File: config.mk
export PLATFORM = sky130hd
export DESIGN_NAME = vga_text_buffer
export DESIGN_NICKNAME = d
export VERILOG_FILES = /design/src/rtl/vga_text_pkg.sv /design/src/rtl/vga_text_fill_fsm.sv /design/src/rtl/vga_text_buffer.sv
export SDC_FILE = /design/constraint.sdc
export NUM_CORES = 1
export LEC_CHECK = 0
export BUFFER_PORTS_ARGS = -buffer_cell sky130_fd_sc_hd__buf_4
export CORE_ASPECT_RATIO = 0.8
export CORE_MARGIN = 2
export CORE_UTILIZATION = 33
export CTS_CLUSTER_DIAMETER = 60
export DETAILED_ROUTE_END_ITERATION = 8
export SYNTH_ARGS = -nofsm -noshare
export SYNTH_HDL_FRONTEND = slang
export SYNTH_SLANG_ARGS = --single-unit
export TNS_END_PERCENT = 5
File: constraint.sdc
create_clock -name clk -period 2.3 [get_ports clk]
set_input_delay 0 -clock clk [delete_from_list [all_inputs] [get_ports clk]]
set_output_delay 0 -clock clk [all_outputs]
set_load 0.1 [all_outputs]
File: src/rtl/vga_text_pkg.sv
// rtl/vga_text_pkg.sv - shared types and constants for the VGA text buffer (scroll via VGA_TEXT_SCROLL_EN)
package vga_text_pkg;

  typedef enum logic [2:0] {
    ST_IDLE,
    ST_CLR,
    ST_SC_RD,
    ST_SC_WR,
    ST_SC_FILL
  } fill_state_e;

  localparam int CTRL_CLEAR  = 0;
  localparam int CTRL_SCROLL = 1;

  localparam logic [7:0] DEFAULT_BLANK = 8'h20;

endpackage

File: src/rtl/vga_text_fill_fsm.sv
// rtl/vga_text_fill_fsm.sv - clear/scroll fill engine; scroll states built only with VGA_TEXT_SCROLL_EN
module vga_text_fill_fsm
  import vga_text_pkg::*;
#(
  parameter  int CHARS = 36,
  parameter  int COLS  = 12,
  localparam int IW    = $clog2(CHARS)
) (
  input  logic          clk,
  input  logic          aresetn,
  input  logic          start_clear,
  input  logic          start_scroll,
  output logic          busy,
  output logic          wr_en,
  output logic [IW-1:0] wr_idx,
  output logic          wr_sel_latched,
  output logic          rd_en,
  output logic [IW-1:0] rd_idx
);

  localparam logic [IW-1:0] LAST    = IW'(CHARS - 1);
  localparam logic [IW-1:0] SC_LAST = IW'(CHARS - COLS - 1);
  localparam logic [IW-1:0] SC_BASE = IW'(CHARS - COLS);
  localparam logic [IW-1:0] ROW     = IW'(COLS);

  fill_state_e   state, state_nxt;
  logic [IW-1:0] idx, idx_nxt;

  // Reset lands in CLR so the buffer blanks itself without a combinational clear.
  always_ff @(posedge clk or negedge aresetn) begin
    if (!aresetn) begin
      state <= ST_CLR;
      idx   <= '0;
    end else begin
      state <= state_nxt;
      idx   <= idx_nxt;
    end
  end

  always_comb begin
    state_nxt      = state;
    idx_nxt        = idx;
    wr_en          = 1'b0;
    wr_sel_latched = 1'b0;
    rd_en          = 1'b0;
    case (state)
      ST_IDLE: begin
        if (start_clear) begin
          state_nxt = ST_CLR;
          idx_nxt   = '0;
        end
`ifdef VGA_TEXT_SCROLL_EN
        else if (start_scroll) begin
          state_nxt = (CHARS == COLS) ? ST_SC_FILL : ST_SC_RD;
          idx_nxt   = '0;
        end
`endif
      end
      ST_CLR: begin
        wr_en   = 1'b1;
        idx_nxt = idx + IW'(1);
        if (idx == LAST) begin
          state_nxt = ST_IDLE;
          idx_nxt   = '0;
        end
      end
`ifdef VGA_TEXT_SCROLL_EN
      ST_SC_RD: begin
        rd_en     = 1'b1;
        state_nxt = ST_SC_WR;
      end
      ST_SC_WR: begin
        wr_en          = 1'b1;
        wr_sel_latched = 1'b1;
        if (idx == SC_LAST) begin
          state_nxt = ST_SC_FILL;
          idx_nxt   = SC_BASE;
        end else begin
          state_nxt = ST_SC_RD;
          idx_nxt   = idx + IW'(1);
        end
      end
      ST_SC_FILL: begin
        wr_en   = 1'b1;
        idx_nxt = idx + IW'(1);
        if (idx == LAST) begin
          state_nxt = ST_IDLE;
          idx_nxt   = '0;
        end
      end
`endif
      default: begin
        state_nxt = ST_IDLE;
        idx_nxt   = '0;
      end
    endcase
  end

`ifndef VGA_TEXT_SCROLL_EN
  logic unused_scroll;
  assign unused_scroll = start_scroll;
`endif

  assign busy   = (state != ST_IDLE);
  assign wr_idx = idx;
  assign rd_idx = idx + ROW;

endmodule

File: src/rtl/vga_text_buffer.sv
// rtl/vga_text_buffer.sv - memory-mapped VGA character buffer with fill engine; scroll via VGA_TEXT_SCROLL_EN
module vga_text_buffer
  import vga_text_pkg::*;
#(
  parameter  logic [63:0]       ADDR_BASE = 64'h0B00_0000,
  parameter  int                CHARS     = 36,
  parameter  int                COLS      = 12,
  parameter  int                CHAR_W    = 8,
  parameter  logic [CHAR_W-1:0] BLANK     = DEFAULT_BLANK,
  parameter  logic [63:0]       CTRL_OFF  = 64'h100,
  localparam int                IW        = $clog2(CHARS)
) (
  input  logic              clk,
  input  logic              aresetn,
  input  logic [63:0]       cpu_addr,
  input  logic [63:0]       cpu_wdata,
  input  logic              cpu_we,
  input  logic              cpu_re,
  output logic [63:0]       cpu_rdata,
  output logic              cpu_rvalid,
  input  logic [IW-1:0]     scan_addr,
  output logic [CHAR_W-1:0] scan_char,
  output logic              busy
);

  logic [CHAR_W-1:0] mem [CHARS];
  logic [CHAR_W-1:0] latch_q;

  logic [63:0]       off;
  logic [IW-1:0]     cpu_idx;
  logic              is_char, is_ctrl;
  logic              cpu_char_we, ctrl_we;
  logic              start_clear, start_scroll;

  logic              fsm_wr_en, fsm_sel_latched, fsm_rd_en;
  logic [IW-1:0]     fsm_wr_idx, fsm_rd_idx;

  logic              mem_we;
  logic [IW-1:0]     mem_widx;
  logic [CHAR_W-1:0] mem_wdata;

  assign off     = cpu_addr - ADDR_BASE;
  assign cpu_idx = off[IW-1:0];
  assign is_char = (off < 64'(CHARS));
  assign is_ctrl = (off == CTRL_OFF);

  // CPU writes and commands are simply dropped while the engine owns the array.
  assign cpu_char_we  = cpu_we & ~busy & is_char;
  assign ctrl_we      = cpu_we & ~busy & is_ctrl;
  assign start_clear  = ctrl_we & cpu_wdata[CTRL_CLEAR];
  assign start_scroll = ctrl_we & cpu_wdata[CTRL_SCROLL];

  vga_text_fill_fsm #(
    .CHARS (CHARS),
    .COLS  (COLS)
  ) u_fill_fsm (
    .clk            (clk),
    .aresetn        (aresetn),
    .start_clear    (start_clear),
    .start_scroll   (start_scroll),
    .busy           (busy),
    .wr_en          (fsm_wr_en),
    .wr_idx         (fsm_wr_idx),
    .wr_sel_latched (fsm_sel_latched),
    .rd_en          (fsm_rd_en),
    .rd_idx         (fsm_rd_idx)
  );

  assign mem_we    = fsm_wr_en | cpu_char_we;
  assign mem_widx  = fsm_wr_en ? fsm_wr_idx : cpu_idx;
  assign mem_wdata = fsm_wr_en ? (fsm_sel_latched ? latch_q : BLANK)
                               : cpu_wdata[CHAR_W-1:0];

  always_ff @(posedge clk) begin
    if (mem_we) begin
      mem[mem_widx] <= mem_wdata;
    end
    if (fsm_rd_en) begin
      latch_q <= mem[fsm_rd_idx];
    end
  end

  // Read ports sample the array before this cycle's write lands, so same-cycle
  // read/write of one entry returns the old character.
  always_ff @(posedge clk or negedge aresetn) begin
    if (!aresetn) begin
      cpu_rdata  <= '0;
      cpu_rvalid <= 1'b0;
      scan_char  <= '0;
    end else begin
      cpu_rvalid <= cpu_re;
      scan_char  <= mem[scan_addr];
      if (cpu_re && is_char) begin
        cpu_rdata <= {{(64-CHAR_W){1'b0}}, mem[cpu_idx]};
      end else if (cpu_re && is_ctrl) begin
        cpu_rdata <= {63'b0, busy};
      end else begin
        cpu_rdata <= '0;
      end
    end
  end

  logic unused_wdata;
  assign unused_wdata = ^cpu_wdata[63:CHAR_W];

endmodule

==> results of run 1 <==
[metal layers]
layer / part of all wire (%) / up-vias
li1: - / 3674
met1: 46 / 4718
met2: 45 / 426
met3: 8.4 / 41
met4: 1.2 / 2
met5: 0.029 / -
[synth_stat cells (5+ instances only)]
cell / n / area share, %
nor4_1: 7 / 0.29
buf_1: 24 / 0.59
mux2i_1: 16 / 1.0
and2_1: 8 / 0.33
nor2b_1: 7 / 0.29
mux4_2: 176 / 26
nand2b_1: 9 / 0.37
nand3_1: 6 / 0.20
nor2_1: 43 / 1.1
clkbuf_1: 23 / 0.56
a31oi_1: 7 / 0.29
dfrtp_1: 23 / 3.8
inv_1: 9 / 0.22
buf_4: 56 / 2.8
o31ai_1: 5 / 0.25
nand2_1: 42 / 1.0
edfxtp_1: 288 / 57
o21ai_0: 15 / 0.49
[worst register-to-register path: cells and delay by family (launching register included)]
family | cells | cell delay, ns
flip-flops | 1 | 0.40
AO/OA/AOI/OAI | 1 | 0.11
multiplexers | 3 | 1.43
AND/OR/NAND/NOR | 1 | 0.16
[metrics by stage]
stage,utilization [%],area (um2)
floorplan,-,15700
global placement,37.8,17300
detailed placement,37.8,17300
CTS,40.4,18500
global route,40.5,18500
finish,40.5,18500
[timing repair]
item	in CTS	in global routing
buffers inserted	1	0
hold buffers	11	0
resized for setup	4	10
endpoints found under the setup margin	288	292
endpoints found under the hold margin	41	0
pin swaps	1	1
[layout make-up]
cell class                      instances  area, um2  share of cell area (%)
Clock buffer                           37        848                    4.59
Clock inverter                         19        156                   0.845
Timing Repair Buffer                  184       1630                    8.80
Sequential cell                       312       9250                    50.0
Tap cell                              612        766                    4.14
Multi-Input combinational cell        457       5810                    31.4
Inverter                               10       37.5                   0.203
[sequential cells by signal (all words and copies together) (netlist names)]
signal,flops
cpu_rvalid,1
u_fill_fsm.state,1
mem,288
u_fill_fsm.wr_idx,6
cpu_rdata,8
scan_char,8
[logic make-up after synthesis]
group,synth area share (%)
compound gates,2.37
other cells,0.0245
fa+ha+maj,0.0818
mux,27.1
buf+inv,4.36
flops,60.5
simple gates,5.42
xor+xnor,0.172
[path summary, 6_finish.rpt]
kind,startpoint,end,depth (start not counted)
worst min register to register,u_fill_fsm.wr_idx[2],u_fill_fsm.wr_idx[2],2
min in group asynchronous,aresetn,u_fill_fsm.wr_idx[5],4
max in group asynchronous,aresetn,scan_char[4],4
worst max-delay path,cpu_addr[49],mem[4][1],10
worst min-delay path,cpu_addr[54],cpu_rdata[0],7
worst max register to register,mem[27][3],cpu_rdata[3],5
[where the power goes]
part	internal [W]	switching [W]	total [W]	leakage [nW]
clock network	0.00284	0.00216	0.00500	0.498
registers	0.00621	0.00000416	0.00621	2.90
logic	0.000546	0.00112	0.00166	2.73
total	0.00960	0.00328	0.0129	6.13
==> impl_metrics.yaml, run 1 <==
global_routing:
  grt_max_degree: 48
  grt-ovfl-total: 0
  antenna_found_initial: 1
  grt_usage_pct: 17.3
  grt_busiest_layer: "met1"
  grt_pass1_vias: 8720
  grtUsageMet1_pct: 26.8
  grt_first_pass_wirelength_mm: 60.9
  grt_util_met2_pct: 26.1
  gr-usage-met3_pct: 3.32
clock_network:
  cts_made_buffers: 30
  cts.sinks: 312
  htree_levels: 1
  cts_tree: "done"
  insertion_delay_ns: 0.57
  clock_path_buffers: 3
  cts_root_buf: "clkbuf_16"
  cts.reportedPaths.clkPinSlew_ns: 0.07
power_and_ir_drop:
  peakVddDrop_mv: 0.492
  p_per_area_mw_per_mm2: 696
  fin_total_pwr_w: 0.0129
  p_leak_nw: 6.13
die:
  io_pins: 212
  initial_core_util_pct: 33.4
  core_area_mm2: 0.0457
  die_x_um: 245
  die_area_mm2: 0.0481
  row_count: 70
  die_height_um: 197
routing:
  drtPass1Iterations: 5
  antenna_left: 0
  drc_errors: 0
  wl_per_cell_um: 25.6
  first_iter_violations: 819
  routed_via_density: 5.43
  finalWirelength_mm: 41.7
  dr_total_vias: 8861
synthesis:
  ys_ff_latch: 312
  async_flop_share_pct: 7.69
  synth-main-ff-cell: "edfxtp_1"
  syn_area_mm2: 0.0153
  ys_warn_count: 0
  syn_inst: 831
  synth_cell_types: 55
  synth-edff-count: 288
  avgSynthCellArea_um2: 18.4
  ys_seq_area_share_pct: 60.5
cells_and_area:
  fillerInstances: 4056
  fin_nets: 1134
  final_cell_mix: "edfxtp_1 (288), mux4_2 (176), buf_4 (150)"
  diodes: 0
  synthToLayoutAreaGrowth_pct: 21.0
  drive_gt1_share_pct: 45.5
  layout_commonest_cell: "edfxtp_1"
  stdcell_count: 1631
worst_setup_path:
  cp_max_fo: 14
  endpoint_kind: "register"
  start_kind: "input pin"
  cpPeakStageDelay_ns: 0.57
  arrival_ns: 2.81
  crit_family: "simple AND/OR/NAND/NOR gates"
  path_class: "in -> reg"
  crit_required_ns: 2.54
  r2r_slack_ns: 0.08
  cp.buffers_inverters: 3
  crit_slowest_cell: "or4_4"
  path_cells: "buf_4 > or4_4 > nor4_4 > nand4b_1 > or4_4 > a2111oi_4 > buf_4 > a32oi_4 > buf_12 > nor2_4"
sta:
  slew_headroom_pct: 40.8
  worst_slack_ns: -0.270
  skew_ns: 0.0122
  finalSetupViolCount: 288
  final_hold_viol_count: 0
  worst_pin_slew_ns: 0.888
  fin_crit_ns: 2.57
  grt_setup_unrepaired: "true"
  whs_ns: 0.0396
  fmax_mhz: 389
  tns_ns: -63.82
  fin_crit_sh_pct: 112
  maxSlewViolCount: 0
worst_hold_path:
  hold_path_class: "in -> reg"
placed_design:
  post-place-ws_ns: -0.928
  gp_congestion: 0.895
  io_buffers: 99
  placed_cells: 1563
  hpwl_mm: 29.2
run_status:
  status: "complete, but fails checks"
  violations: "setup timing"
flow_run:
  maxCapViolations: 0
(Power assumes the default switching activity.)
==> inputs of run 2 (changes only) <==
- clock period: 2.3 -> 2.35 ns (I/O delays scaled with it)
==> run 2 against run 1 <==
Effect of this change: the run still ends with setup timing left; largest cell class unchanged; worst hold slack worse by 0.0069 ns; non-clock buffer count is 41 higher; utilization up 1.1 points; total power shrank 3.3%; clock-buffer cell count fell by 1; design area rose by 2.8%; sequential power shrank 2%; worst setup slack got worse by 0.034 ns.
==> impl_metrics.yaml, run 2 (synthesis gave the netlist of run 1 again) <==
run_status:
  status: "complete, but fails checks"
  violations: "setup timing"
sta:
  finalSetupViolCount: 288
  final_hold_viol_count: 0
  tns_ns: -59.69
  slew_headroom_pct: 62.9
  worst_slack_ns: -0.304
  fmax_mhz: 377
  whs_ns: 0.0328
  maxSlewViolCount: 0
  grt_setup_unrepaired: "true"
  skew_ns: 0.0363
  fin_crit_ns: 2.65
  worst_pin_slew_ns: 0.556
  fin_crit_sh_pct: 113
worst_setup_path:
  crit_required_ns: 2.63
  start_kind: "input pin"
  r2r_start: "mem[27][1]"
  r2r_slack_ns: 0.04
  arrival_ns: 2.94
  cp_max_fo: 6
  endpoint_kind: "register"
  reg2regPathDepth: 5
  crit-reg2reg-capture: "cpu_rdata[1]"
  path_class: "in -> reg"
  startpoint: "cpu_addr[49]"
routing:
  first_iter_violations: 1047
  finalWirelength_mm: 44.8
  wl_per_cell_um: 26.8
  dr_total_vias: 9138
  routed_via_density: 5.47
  antenna_left: 0
  drc_errors: 0
  drtPass1Iterations: 5
power_and_ir_drop:
  peakVddDrop_mv: 0.541
  fin_total_pwr_w: 0.0124
  p_per_area_mw_per_mm2: 654
  p_leak_nw: 6.37
die:
  core_area_mm2: 0.0457
  initial_core_util_pct: 33.4
  io_pins: 212
  die_area_mm2: 0.0481
  row_count: 70
  die_height_um: 197
  die_x_um: 245
cells_and_area:
  layout_commonest_cell: "edfxtp_1"
  fin_nets: 1175
  largest_reg_flops: 288
  final_core_utilization_pct: 41.6
  diodes: 0
  stdcell_area_mm2: 0.0190
  top_regs: "mem (288), cpu_rdata (8), scan_char (8)"
  synthToLayoutAreaGrowth_pct: 24.4
  largest-register: "mem"
  drive_gt1_share_pct: 46.8
  final_cell_mix: "edfxtp_1 (288), mux4_2 (176), buf_4 (168)"
worst_hold_path:
  worst_hold_path.endpoint: "cpu_rdata[0]"
  hold_path_class: "in -> reg"
  min_from: "cpu_addr[63]"
  hold_depth: 7
global_routing:
  grt_first_pass_wirelength_mm: 64.9
  grt_usage_pct: 18.7
  grt_max_degree: 37
  antenna_found_initial: 2
  grt_pass1_vias: 9021
  grt-ovfl-total: 0
clock_network:
  cts_made_buffers: 30
  cts_root_buf: "clkbuf_16"
  htree_levels: 1
  cts.reportedPaths.clkPinSlew_ns: 0.06
  cts.sinks: 312
  insertion_delay_ns: 0.59
  cts_tree: "done"
  clock_path_buffers: 3
placed_design:
  gp_congestion: 0.901
  place_area_mm2: 0.0177
  hpwl_mm: 31.7
  io_buffers: 99
flow_run:
  maxCapViolations: 0
## run 2: cell count changes in the layout (fill, tap and decap cells not counted), sizes merged
cell,previous run,this run
inv,12,10
buf,174,213
clkinvlp,2,4
dlygate4sd3,10,11
## run 2: final cells by class
type                            instances  area (um2)
Clock buffer                           36         773
Clock inverter                         19         165
Inverter                               10        37.5
Tap cell                              612         766
Timing Repair Buffer                  225        2150
Sequential cell                       312        9250
Fill cell                            4065       26700
Multi-Input combinational cell        457        5870
## run 2: through the flow
stage | worst slack (ns) | instances
after CTS | -0.279 | 1670
after global placement | -0.865 | 1601
after detailed placement | -0.925 | 1601
final | -0.304 | 1671
after global routing | -0.359 | 1671
after floorplan | -0.646 | 886
## run 2: worst max-delay path, cell delays in order
cell and delay [ns]:
buf_6 0.09, or4_4 0.58, nor4_4 0.28, nand4b_1 0.15, or4_4 0.53, a2111oi_4 0.33, buf_4 0.21, a32oi_4 0.21
buf_12 0.24, nor2_4 0.15, buf_4 0.15
## run 2: repair_timing
item / 4_1_cts / 5_1_grt
endpoints found under the setup margin: 288 / 288
gates resized for setup: 29 / 7
hold buffers: 12 / 0
buffers inserted: 2 / 1
pin swaps: 14 / 7
cloned: 1 / 0
hold endpoints to repair: 69 / 0
## run 2: worst max path at each step
stage | end | slack, ns | cells past startpoint
after global routing | mem[21][0] | -0.36 | 10
after global placement | mem[6][0] | -0.87 | 11
after detailed placement | mem[6][0] | -0.93 | 10
after floorplan | mem[20][0] | -0.65 | 8
after CTS | mem[4][3] | -0.28 | 10
final | mem[9][5] | -0.30 | 11
## run 2: power by group
part | switching [W] | total, W | internal, W
Clock | 0.00212 | 0.00468 | 0.00257
Sequential | 0.00000453 | 0.00608 | 0.00608
Combinational | 0.00111 | 0.00168 | 0.000569
Total | 0.00323 | 0.0124 | 0.00921
## run 2: routing by layer
layer | up-vias | GRT usage [%] | part of all wire (%)
li1 | 3760 | - | -
met2 | 535 | 28.5 | 45
met1 | 4790 | 28.2 | 42
met5 | - | 0 | 0
met3 | 53 | 3.61 | 11
met4 | 0 | 3.61 | 2.0
==> inputs of run 3 (changes only) <==
- RECOVER_POWER: default -> 50
- clock period: 2.35 -> 3.3 ns (I/O delays scaled with it)
==> run 3 against run 2 <==
Effect of this change: the run now ends clean; clock-buffer cell count is 2 lower; clock power down 24%; first-iteration DRC count is 11% lower; register-to-register slack improved by 0.32 ns; cell count down 2.1%; worst setup slack improved by 0.47 ns; total power decreased by 28%; sequential power fell by 29%; utilization shrank 2.0 points; clock skew shrank 0.028 ns; sequential share of layout area rose by 2.4 points; largest cell class unchanged.
==> impl_metrics.yaml, run 3 (synthesis gave the netlist of run 1 again) <==
routing:
  finalWirelength_mm: 41.5
  wl_met2_mm: 18.7
  dr_total_vias: 8776
  routed_via_density: 5.36
  wl_per_cell_um: 25.4
  first_iter_violations: 934
  drc_errors: 0
  highest_layer: "met4"
  dr_wl_met3_mm: 4.48
  antenna_left: 0
  met1Wirelength_mm: 17.5
  drtPass1Iterations: 5
sta:
  final_hold_viol_count: 0
  fin_crit_ns: 3.14
  fmax_mhz: 319
  worst_slack_ns: 0.165
  grt_setup_unrepaired: "false"
  fin_crit_sh_pct: 95.0
  maxSlewViolCount: 0
  slew_headroom_pct: 2.93
  whs_ns: 0.0459
  finalSetupViolCount: 0
  skew_ns: 0.00796
  worst_pin_slew_ns: 1.46
placed_design:
  io_buffers: 99
  post-place-ws_ns: -0.189
  hpwl_mm: 28.7
  gp_congestion: 0.842
worst_setup_path:
  endpoint_kind: "register"
  crit_required_ns: 3.58
  path_class: "in -> reg"
  cp_max_fo: 18
  r2r_slack_ns: 0.36
  arrival_ns: 3.41
  start_kind: "input pin"
clock_network:
  insertion_delay_ns: 0.57
  cts_root_buf: "clkbuf_16"
  cts_tree: "done"
  clock_path_buffers: 3
  htree_levels: 1
  cts_resized: 0
  cts.reportedPaths.clkPinSlew_ns: 0.06
  cts_made_buffers: 30
  cts.sinks: 312
power_and_ir_drop:
  seqPwrFrac_pct: 48.1
  p_comb_share_pct: 12.3
  internal_power_w: 0.00676
  p_per_area_mw_per_mm2: 498
  p_leak_nw: 6.02
  peakVddDrop_mv: 0.385
  fin_total_pwr_w: 0.00901
  clockPowerShare_pct: 39.6
  switchingPower_w: 0.00225
  sw_frac_of_total_pct: 25.0
global_routing:
  grt_max_degree: 38
  grt_pass1_vias: 8707
  grt_first_pass_wirelength_mm: 59.3
  antenna_found_initial: 0
  grt_usage_pct: 17.1
  grt-ovfl-total: 0
cells_and_area:
  synthToLayoutAreaGrowth_pct: 18.4
  diodes: 0
  layout_commonest_cell: "edfxtp_1"
  final_cell_mix: "edfxtp_1 (288), mux4_2 (176), buf_4 (143)"
  largest_reg_flops: 288
  drive_gt1_share_pct: 39.3
  fillerInstances: 4147
  regArea_mm2: 0.00925
  top_regs: "mem (288), cpu_rdata (8), scan_char (8)"
  multi_input_comb_area_mm2: 0.00559
  fin_nets: 1139
  largest-register: "mem"
worst_hold_path:
  hold_path_class: "in -> reg"
die:
  initial_core_util_pct: 33.4
  core_area_mm2: 0.0457
  die_area_mm2: 0.0481
  row_count: 70
  io_pins: 212
  die_x_um: 245
  die_height_um: 197
run_status:
  status: "finished, final reports clean"
flow_run:
  maxCapViolations: 0
-- run 3: changes by cell type in the layout (fill, tap and decap cells not counted), sizes merged --
| cell | before | now |
|---|---|---|
| dlygate4sd3 | 11 | 10 |
| bufinv | 2 | 5 |
| clkinvlp | 4 | 0 |
| clkinv | 13 | 17 |
| clkbuf | 37 | 62 |
| buf | 213 | 151 |
-- run 3: metrics by stage --
| step | util (%) | std cells | area [um2] | setup TNS, ns |
|---|---|---|---|---|
| finish | 39.6 | 1636 | 18100 | 0 |
| global route | 39.6 | 1636 | 18100 | 0 |
| CTS | 39.8 | 1635 | 18200 | 0 |
| detailed placement | 37.3 | 1568 | 17100 | -33.36 |
| global placement | 37.3 | 1568 | 17100 | -21.62 |
| floorplan | - | 886 | 15500 | 0 |
-- run 3: path summary, 6_finish.rpt --
check | depth (start not counted) | from | to
worst min register to register | 2 | u_fill_fsm.wr_idx[4] | u_fill_fsm.wr_idx[4]
min in group asynchronous | 3 | aresetn | u_fill_fsm.state[0]
worst min-delay path | 5 | cpu_addr[2] | cpu_rdata[0]
max in group asynchronous | 4 | aresetn | scan_char[4]
worst max register to register | 6 | u_fill_fsm.state[0] | u_fill_fsm.wr_idx[5]
worst max-delay path | 10 | cpu_addr[53] | mem[6][3]
-- run 3: final cells by class --
cell class	instances	area share, %
sequential	312	51.1
multi-input combinational	457	30.9
timing repair buffer	189	8.00
clock buffer	34	4.35
tap	612	4.23
clock inverter	22	1.24
inverter	10	0.207
-- run 3: metal layers --
layer	global-route usage [%]	vias up
met2	26.2	445
met1	24.7	4592
met3	4.68	51
met5	0	-
li1	-	3688
met4	3.27	0
-- run 3: critical path, stage by stage --
cell and delay [ns]:
dlygate4sd3_1 0.54, buf_4 0.15, or3_1 0.36, nor4_1 0.26, nand4b_1 0.20, or4_4 0.53, a2111oi_4 0.50, a32oi_4 0.41
nor2_1 0.25, buf_4 0.19
-- run 3: repair_timing --
item | 4_1_cts | 5_1_grt
hold buffers | 11 | 0
endpoints found under the setup margin | 0 | 270
hold endpoints to repair | 40 | 0
setup buffers | 0 | 1
-- run 3: power by group through the flow --
stage | sequential, W | clock (W) | combinational, W
2_1_floorplan | 0.00450 | 0 | 0.000738
3_3_place_gp | 0.00441 | 0 | 0.00111
3_5_place_dp | 0.00441 | 0 | 0.00112
4_1_cts | 0.00433 | 0.00364 | 0.00113
5_1_grt | 0.00433 | 0.00381 | 0.00116
6_report | 0.00433 | 0.00357 | 0.00111
